<file path="src/rtl/csr_counter_file.sv">
// csr_counter_file: RV32 counter CSR unit (cycle/time/instret, NUM_HPM event
// counters, mcountinhibit, mcounteren, mscratch) with CSRRW/RS/RC execution,
// privilege and read-only checks, and a registered one-cycle response.
// Optional feature: define CSR_TIME_PRESCALE_EN to advance time once every
// TIME_DIV clocks instead of every clock.
module csr_counter_file #(
  parameter int NUM_HPM    = 4,
  parameter int NUM_EVENTS = 8,
  parameter int TIME_DIV   = 16
) (
  input  logic                  clock,
  input  logic                  reset,
  input  logic [1:0]            priv_mode,
  input  logic                  csr_valid,
  input  logic [1:0]            csr_op,
  input  logic [11:0]           csr_addr,
  input  logic [31:0]           csr_wdata,
  input  logic                  csr_src_zero,
  input  logic                  instr_retired,
  input  logic [NUM_EVENTS-1:0] hpm_events,
  output logic                  csr_resp_valid,
  output logic [31:0]           csr_rdata,
  output logic                  csr_illegal
);

  localparam int EW = $clog2(NUM_EVENTS + 1);
  // counter-enable bits 0..2+NUM_HPM exist; inhibit additionally lacks bit 1 (time)
  localparam logic [31:0] EN_MASK  = (32'd1 << (3 + NUM_HPM)) - 32'd1;
  localparam logic [31:0] INH_MASK = EN_MASK & ~32'h2;

  logic [63:0]   cycle_q, time_q, instret_q;
  logic [63:0]   hpm_q   [NUM_HPM];
  logic [EW-1:0] event_q [NUM_HPM];
  logic [31:0]   inhibit_q, counteren_q, scratch_q;

  logic [1:0]         eff_priv;
  logic [4:0]         idx;
  logic               ctr_hi, is_ctr_u, is_ctr_m, ctr_exists, is_event, mapped;
  logic [63:0]        ctr_val;
  logic [31:0]        old_val, new_val;
  logic               does_write, illegal, commit, wr_ctr;
  logic [NUM_HPM-1:0] event_sel, hpm_inc;
  logic               time_tick;

  // lower half on write wins over the increment; the untouched half keeps its old value
  function automatic logic [63:0] ctr_next(input logic [63:0] cur, input logic inc,
                                           input logic wr_lo, input logic wr_hi,
                                           input logic [31:0] wv);
    if (wr_lo) return {cur[63:32], wv};
    if (wr_hi) return {wv, cur[31:0]};
    return cur + {63'd0, inc};
  endfunction

  assign eff_priv = (priv_mode == 2'b11) ? 2'b11 : 2'b00;
  assign idx      = csr_addr[4:0];
  assign ctr_hi   = csr_addr[7];

  // address decode and selection of the current (old) CSR value
  always_comb begin
    is_ctr_u   = (csr_addr[11:8] == 4'hC) && (csr_addr[6:5] == 2'b00);
    is_ctr_m   = (csr_addr[11:8] == 4'hB) && (csr_addr[6:5] == 2'b00);
    ctr_val    = 64'd0;
    ctr_exists = 1'b0;
    event_sel  = '0;
    old_val    = 32'd0;
    mapped     = 1'b1;
    case (idx)
      5'd0:    begin ctr_val = cycle_q;   ctr_exists = 1'b1;     end
      5'd1:    begin ctr_val = time_q;    ctr_exists = is_ctr_u; end
      5'd2:    begin ctr_val = instret_q; ctr_exists = 1'b1;     end
      default: ;
    endcase
    for (int i = 0; i < NUM_HPM; i++) begin
      if (idx == 5'(i + 3)) begin
        ctr_val    = hpm_q[i];
        ctr_exists = 1'b1;
      end
      event_sel[i] = (csr_addr[11:5] == 7'b0011001) && (idx == 5'(i + 3));
    end
    is_event = |event_sel;
    if ((is_ctr_u || is_ctr_m) && ctr_exists) begin
      old_val = ctr_hi ? ctr_val[63:32] : ctr_val[31:0];
    end else if (csr_addr == 12'h306) begin
      old_val = counteren_q;
    end else if (csr_addr == 12'h320) begin
      old_val = inhibit_q;
    end else if (is_event) begin
      for (int i = 0; i < NUM_HPM; i++) begin
        if (event_sel[i]) old_val = 32'(event_q[i]);
      end
    end else if (csr_addr == 12'h340) begin
      old_val = scratch_q;
    end else begin
      mapped = 1'b0;
    end
  end

  assign does_write = (csr_op == 2'b01) || !csr_src_zero;

  // exception conditions: unmapped, bad op, privilege, counter enable, read-only write
  always_comb begin
    illegal = 1'b0;
    if (!mapped) illegal = 1'b1;
    if (csr_op == 2'b00) illegal = 1'b1;
    if (eff_priv < csr_addr[9:8]) illegal = 1'b1;
    if (is_ctr_u && (eff_priv == 2'b00) && !counteren_q[idx]) illegal = 1'b1;
    if (does_write && (csr_addr[11:10] == 2'b11)) illegal = 1'b1;
  end

  // value to be written back for RW / RS / RC
  always_comb begin
    case (csr_op)
      2'b01:   new_val = csr_wdata;
      2'b10:   new_val = old_val | csr_wdata;
      default: new_val = old_val & ~csr_wdata;
    endcase
  end

  assign commit = csr_valid && !illegal && does_write;
  assign wr_ctr = commit && is_ctr_m && ctr_exists;

  // event counters count when their selector names a live strobe and they are not inhibited
  always_comb begin
    hpm_inc = '0;
    for (int i = 0; i < NUM_HPM; i++) begin
      for (int k = 0; k < NUM_EVENTS; k++) begin
        if ((event_q[i] == EW'(k + 1)) && hpm_events[k]) hpm_inc[i] = 1'b1;
      end
      if (inhibit_q[3 + i]) hpm_inc[i] = 1'b0;
    end
  end

`ifdef CSR_TIME_PRESCALE_EN
  localparam int PW = (TIME_DIV > 1) ? $clog2(TIME_DIV) : 1;
  logic [PW-1:0] presc_q;
  assign time_tick = (presc_q == PW'(TIME_DIV - 1));

  // time prescaler wraps to zero on each tick
  always_ff @(posedge clock) begin
    if (reset || time_tick) presc_q <= '0;
    else                    presc_q <= presc_q + PW'(1);
  end
`else
  assign time_tick = 1'b1;
`endif

  // 64-bit counters: increment or half-word write
  always_ff @(posedge clock) begin
    if (reset) begin
      cycle_q   <= 64'd0;
      time_q    <= 64'd0;
      instret_q <= 64'd0;
      for (int i = 0; i < NUM_HPM; i++) hpm_q[i] <= 64'd0;
    end else begin
      cycle_q   <= ctr_next(cycle_q, !inhibit_q[0], wr_ctr && (idx == 5'd0) && !ctr_hi,
                            wr_ctr && (idx == 5'd0) && ctr_hi, new_val);
      time_q    <= time_q + {63'd0, time_tick};
      instret_q <= ctr_next(instret_q, instr_retired && !inhibit_q[2],
                            wr_ctr && (idx == 5'd2) && !ctr_hi,
                            wr_ctr && (idx == 5'd2) && ctr_hi, new_val);
      for (int i = 0; i < NUM_HPM; i++) begin
        hpm_q[i] <= ctr_next(hpm_q[i], hpm_inc[i], wr_ctr && (idx == 5'(i + 3)) && !ctr_hi,
                             wr_ctr && (idx == 5'(i + 3)) && ctr_hi, new_val);
      end
    end
  end

  // control registers: counter enable, inhibit, event selectors, scratch
  always_ff @(posedge clock) begin
    if (reset) begin
      counteren_q <= 32'd0;
      inhibit_q   <= 32'd0;
      scratch_q   <= 32'd0;
      for (int i = 0; i < NUM_HPM; i++) event_q[i] <= '0;
    end else if (commit) begin
      if (csr_addr == 12'h306) counteren_q <= new_val & EN_MASK;
      if (csr_addr == 12'h320) inhibit_q   <= new_val & INH_MASK;
      if (csr_addr == 12'h340) scratch_q   <= new_val;
      for (int i = 0; i < NUM_HPM; i++) begin
        if (event_sel[i]) event_q[i] <= new_val[EW-1:0];
      end
    end
  end

  // registered response, one cycle after the request
  always_ff @(posedge clock) begin
    if (reset || !csr_valid) begin
      csr_resp_valid <= 1'b0;
      csr_rdata      <= 32'd0;
      csr_illegal    <= 1'b0;
    end else begin
      csr_resp_valid <= 1'b1;
      csr_rdata      <= illegal ? 32'd0 : old_val;
      csr_illegal    <= illegal;
    end
  end

endmodule
</file>
<file path="config.mk">
export PLATFORM = sky130hd
export DESIGN_NAME = csr_counter_file
export DESIGN_NICKNAME = d
export VERILOG_FILES = /design/src/rtl/csr_counter_file.sv
export SDC_FILE = /design/constraint.sdc
export NUM_CORES = 2
export LEC_CHECK = 0
export ABC_AREA = 1
export ABC_CLOCK_PERIOD_IN_PS = 8600
export CAP_MARGIN = 25
export CORE_ASPECT_RATIO = 1.4
export CORE_UTILIZATION = 40
export DETAILED_ROUTE_END_ITERATION = 8
export SLEW_MARGIN = 15
export SYNTH_ARGS = -nofsm -noshare
export SYNTH_HDL_FRONTEND = slang
export SYNTH_SLANG_ARGS = --single-unit
</file>
<file path="constraint.sdc">
create_clock -name clock -period 8.6 [get_ports clock]
set_input_delay 0.86 -clock clock [delete_from_list [all_inputs] [get_ports clock]]
set_output_delay 0.86 -clock clock [all_outputs]
set_load 0.005 [all_outputs]
</file>
==> impl_results.md <==
- First-pass GRT wire length: 346000 um
- Clk sinks: about 540
- Post-synthesis compound-gate area fraction: 13.1%
- Vias in the first global route: 46700
- IO Pins: 95
- Syn_nets: between 6000 and 7000
- Req. time, crit path: 9.24 ns
- Initial Utilization: between 40 and 50%
- Area share of fa/ha/maj cells after synthesis: less than 1%
- Largest family of logic cells by synthesized area: simple AND/OR/NAND/NOR gates
- Drt pass-1 iters: 6
- Post CTS Setup Buffer Count: 0
- Final setup fails: 0
- Top Family by Delay on Critical Path: simple AND/OR/NAND/NOR gates
- Synth cell count leaders: 1859 x nand2_1, 851 x nor2_1, 778 x inv_1
- Synth area leaders: dfxtp_1 27%, nand2_1 18%, nand3_1 8.2%
- Die extent in x: between 200 and 300 um
- Wire length per cell: 30.8 um
- Worst Hold Class: reg -> reg
- PD cells: about 150 mW/mm2
- CP Data Arrival Time: 6.41 ns
- Total wire length: about 250000 um
- Max-slew headroom at the worst pin: 15.8%
- Max Fclk: 173 MHz
- Antenna violations before repair: 30
- Net Switching: 1920 uW
- Fin Hold WS: 0.472 ns
- Post-Layout Inst Area: 0.0445 mm2
- Endpoints failing hold: 0
- Worst-Skew Late Latency: 0.69 ns
- CTS Hold Bufs: 0
- Final slew viol count: 0
- GPL Wtd Cong: around 1.1
- Starting DRT DRC Count: roughly 6500
- Worst Setup Start Kind: primary input
- Worst-path clk slew: 0.07 ns
- Hpwl dp: 193000 um
- Final worst-path cycle share: between 60% and 70%
- Row cnt: between 100 and 150
- Sequential area share after synthesis: 27.7%
- Count leader, synth: nand2_1
- Area of placed instances: 0.0421 mm2
- Switching share of power: between 20% and 30%
- Clock Root Buffer: clkbuf_16
- GRT Overall Usage: 48.9%
- Drt via density: about 6.2
- Sequential power share: 39.5%
- Synth Area in XOR/XNOR: 4.62%
- Die area: approximately 0.10 mm2
- Cell Area, Synth: 0.0398 mm2
- Area Growth Syn to Fin: 11.8%
- Multi-input logic area: 0.0247 mm2
- DRC: 0
- Synth area leader: dfxtp_1
- Nets: 6893
- # port buffers: 94
- Synth Flop Type: dfxtp_1
- CTS buffer count: 66
- Buf+Inv Stages, Crit Path: 5
- CTS H-Tree Depth: 3
- CP endpoint kind: flip-flop
- Layout cells sized above 1: under 10%
- CP Cell Sequence: clkdlybuf4s50_1 -> nor2_4 -> nand2_2 -> nor2_4 -> nand2_1 -> nand2_1 -> nor2_1 -> nand2_1 -> nand3_2 -> nor3_4 -> buf_4 -> nand3_2 -> buf_4 -> nor2_4 -> buf_16 -> nand3_1 -> nand3_1 -> nand2_1 -> inv_1
- Core area: 0.0984 mm2
- Fin Setup TNS: 0 ns
- Avg Cell Area, Syn: roughly 5.8 um2
- Post-route ant nets: 0
- Register area: around 0.011 mm2
- CP peak stage delay: approximately 0.7 ns
- Post-synthesis mux area share: 0%
- EDFF count, synth: 16
- Mapped Cells: 6851
- Synth top area share: a little over a quarter
- Max cap viols: 0
- Finished Layout Cells: 8186
- Critical-path maximum fanout: 75
- Dpl cells: 8058
- CP max stage cell: nor2_4
- #FFs+latches synth: 543
- Syn. warnings: 0
- RSZ-0062 raised after global routing: no
- CTS tree: built
- Leak: 0.0170 uW
- Cell mode on critical path: nand2_1
- Clock Path Buffers: 3
- P_int: 4540 uW
- Largest net degree at the start of global routing: 76
- Slew at the pin with the worst max-slew slack: 1.26 ns
- Grt ovf: 0
- Post_cts resized: 0
- Clock group share of total power: 49.4%
- Post-Synth Simple-Gate Area: 43.5%
- Status: finished clean
- Chip Height: approximately 380 um
- Kind of critical path: in -> reg
- Logic pwr share: a little over a tenth
- Fin util: about 45%
- Maximum resistive drop on vdd: 0.000150 V
- Synth unique cells: 52
- Ys async rst share: 0%
- # fillers: 11000
- Via count: 50400
- Min Tclk post-route: around 5.8 ns
- Layout Skew: 0.0320 ns
==> power groups by stage <==
stage | registers [uW] | logic, uW | clock network (uW)
4_1_cts | 2550 | 655 | 3200
3_3_place_gp | 2610 | 646 | 0
2_1_floorplan | 2600 | 233 | 0
3_5_place_dp | 2610 | 652 | 0
5_1_grt | 2550 | 684 | 3280
6_report | 2550 | 711 | 3190
==> per-stage QoR <==
step	setup slack, ns	total power, uW
6_report	2.83	6460
5_1_grt	2.50	6520
4_1_cts	3.00	6410
3_5_place_dp	2.28	3260
3_3_place_gp	1.89	3260
2_1_floorplan	4.81	2840
==> tightest hold or removal path, cell delays in order, from the launching register on <==
cell	delay [ns]
dfxtp_1	0.31
nand2_1	0.06
a21oi_1	0.05
==> layer usage <==
metal,up-vias,wire (um),global-route usage [%]
met1,23600,86000,52.8
met5,-,139,0
li1,22400,-,-
met3,1119,24600,11.7
met4,24,30800,50.0
met2,3228,110000,76.1
==> logic make-up (layout without fill, tap and decap cells) <==
family | after synthesis | count (layout)
AO/OA/AOI/OAI | 982 | 982
other | 0 | 14
flip-flops | 543 | 543
buffers and inverters | 1086 | 1096
AND/OR/NAND/NOR | 4013 | 4013
XOR/XNOR | 210 | 210
adder cells (fa/ha/maj) | 17 | 17
==> layout make-up <==
type,instances,area share (%)
diodes,14,0.0787
clock buffers,88,4.24
clock inverters,26,1.01
inverters,793,6.70
multi-input cells,5222,55.6
flip-flops and latches,543,24.8
well taps,1311,3.69
repair buffers,189,3.90
==> cells in the final DEF, fill, tap and decap left out, types with 17 or more instances in the layout <==
cell type,netlist,routed
nor4_1,84,83
nand3b_1,24,24
inv_1,778,774
nor2_1,851,842
dfxtp_1,527,527
nand2_1,1859,1856
xnor2_1,26,26
o21ai_0,313,312
nor2_4,3,18
buf_4,4,91
a22oi_1,58,58
nand3_1,649,648
xor2_1,184,184
or2_2,17,17
a21oi_1,545,545
nand4_1,230,230
clkbuf_16,0,68
clkdlybuf4s50_1,0,92
nor3_1,254,254
==> worst paths after layout <==
kind,from,to,slack (ns),cells past startpoint
worst max-delay path,csr_addr[3],cycle_q[30],2.83,19
worst min register to register,hpm_q[3][61],hpm_q[3][61],0.47,2
worst min-delay path,hpm_q[3][61],hpm_q[3][61],0.47,2
worst max register to register,event_q[3][2],hpm_q[3][46],3.65,21
==> state kept, by name, indices dropped and copies added, names as in the netlist, 6 cells and up <==
| signal | count |
|---|---|
| hpm_q | 256 |
| cycle_q | 64 |
| instret_q | 64 |
| time_q | 64 |
| csr_rdata | 32 |
| scratch_q | 32 |
| event_q | 16 |
| counteren_q | 7 |
| inhibit_q | 6 |
No activity file was read; power rests on OpenSTA's default activity.
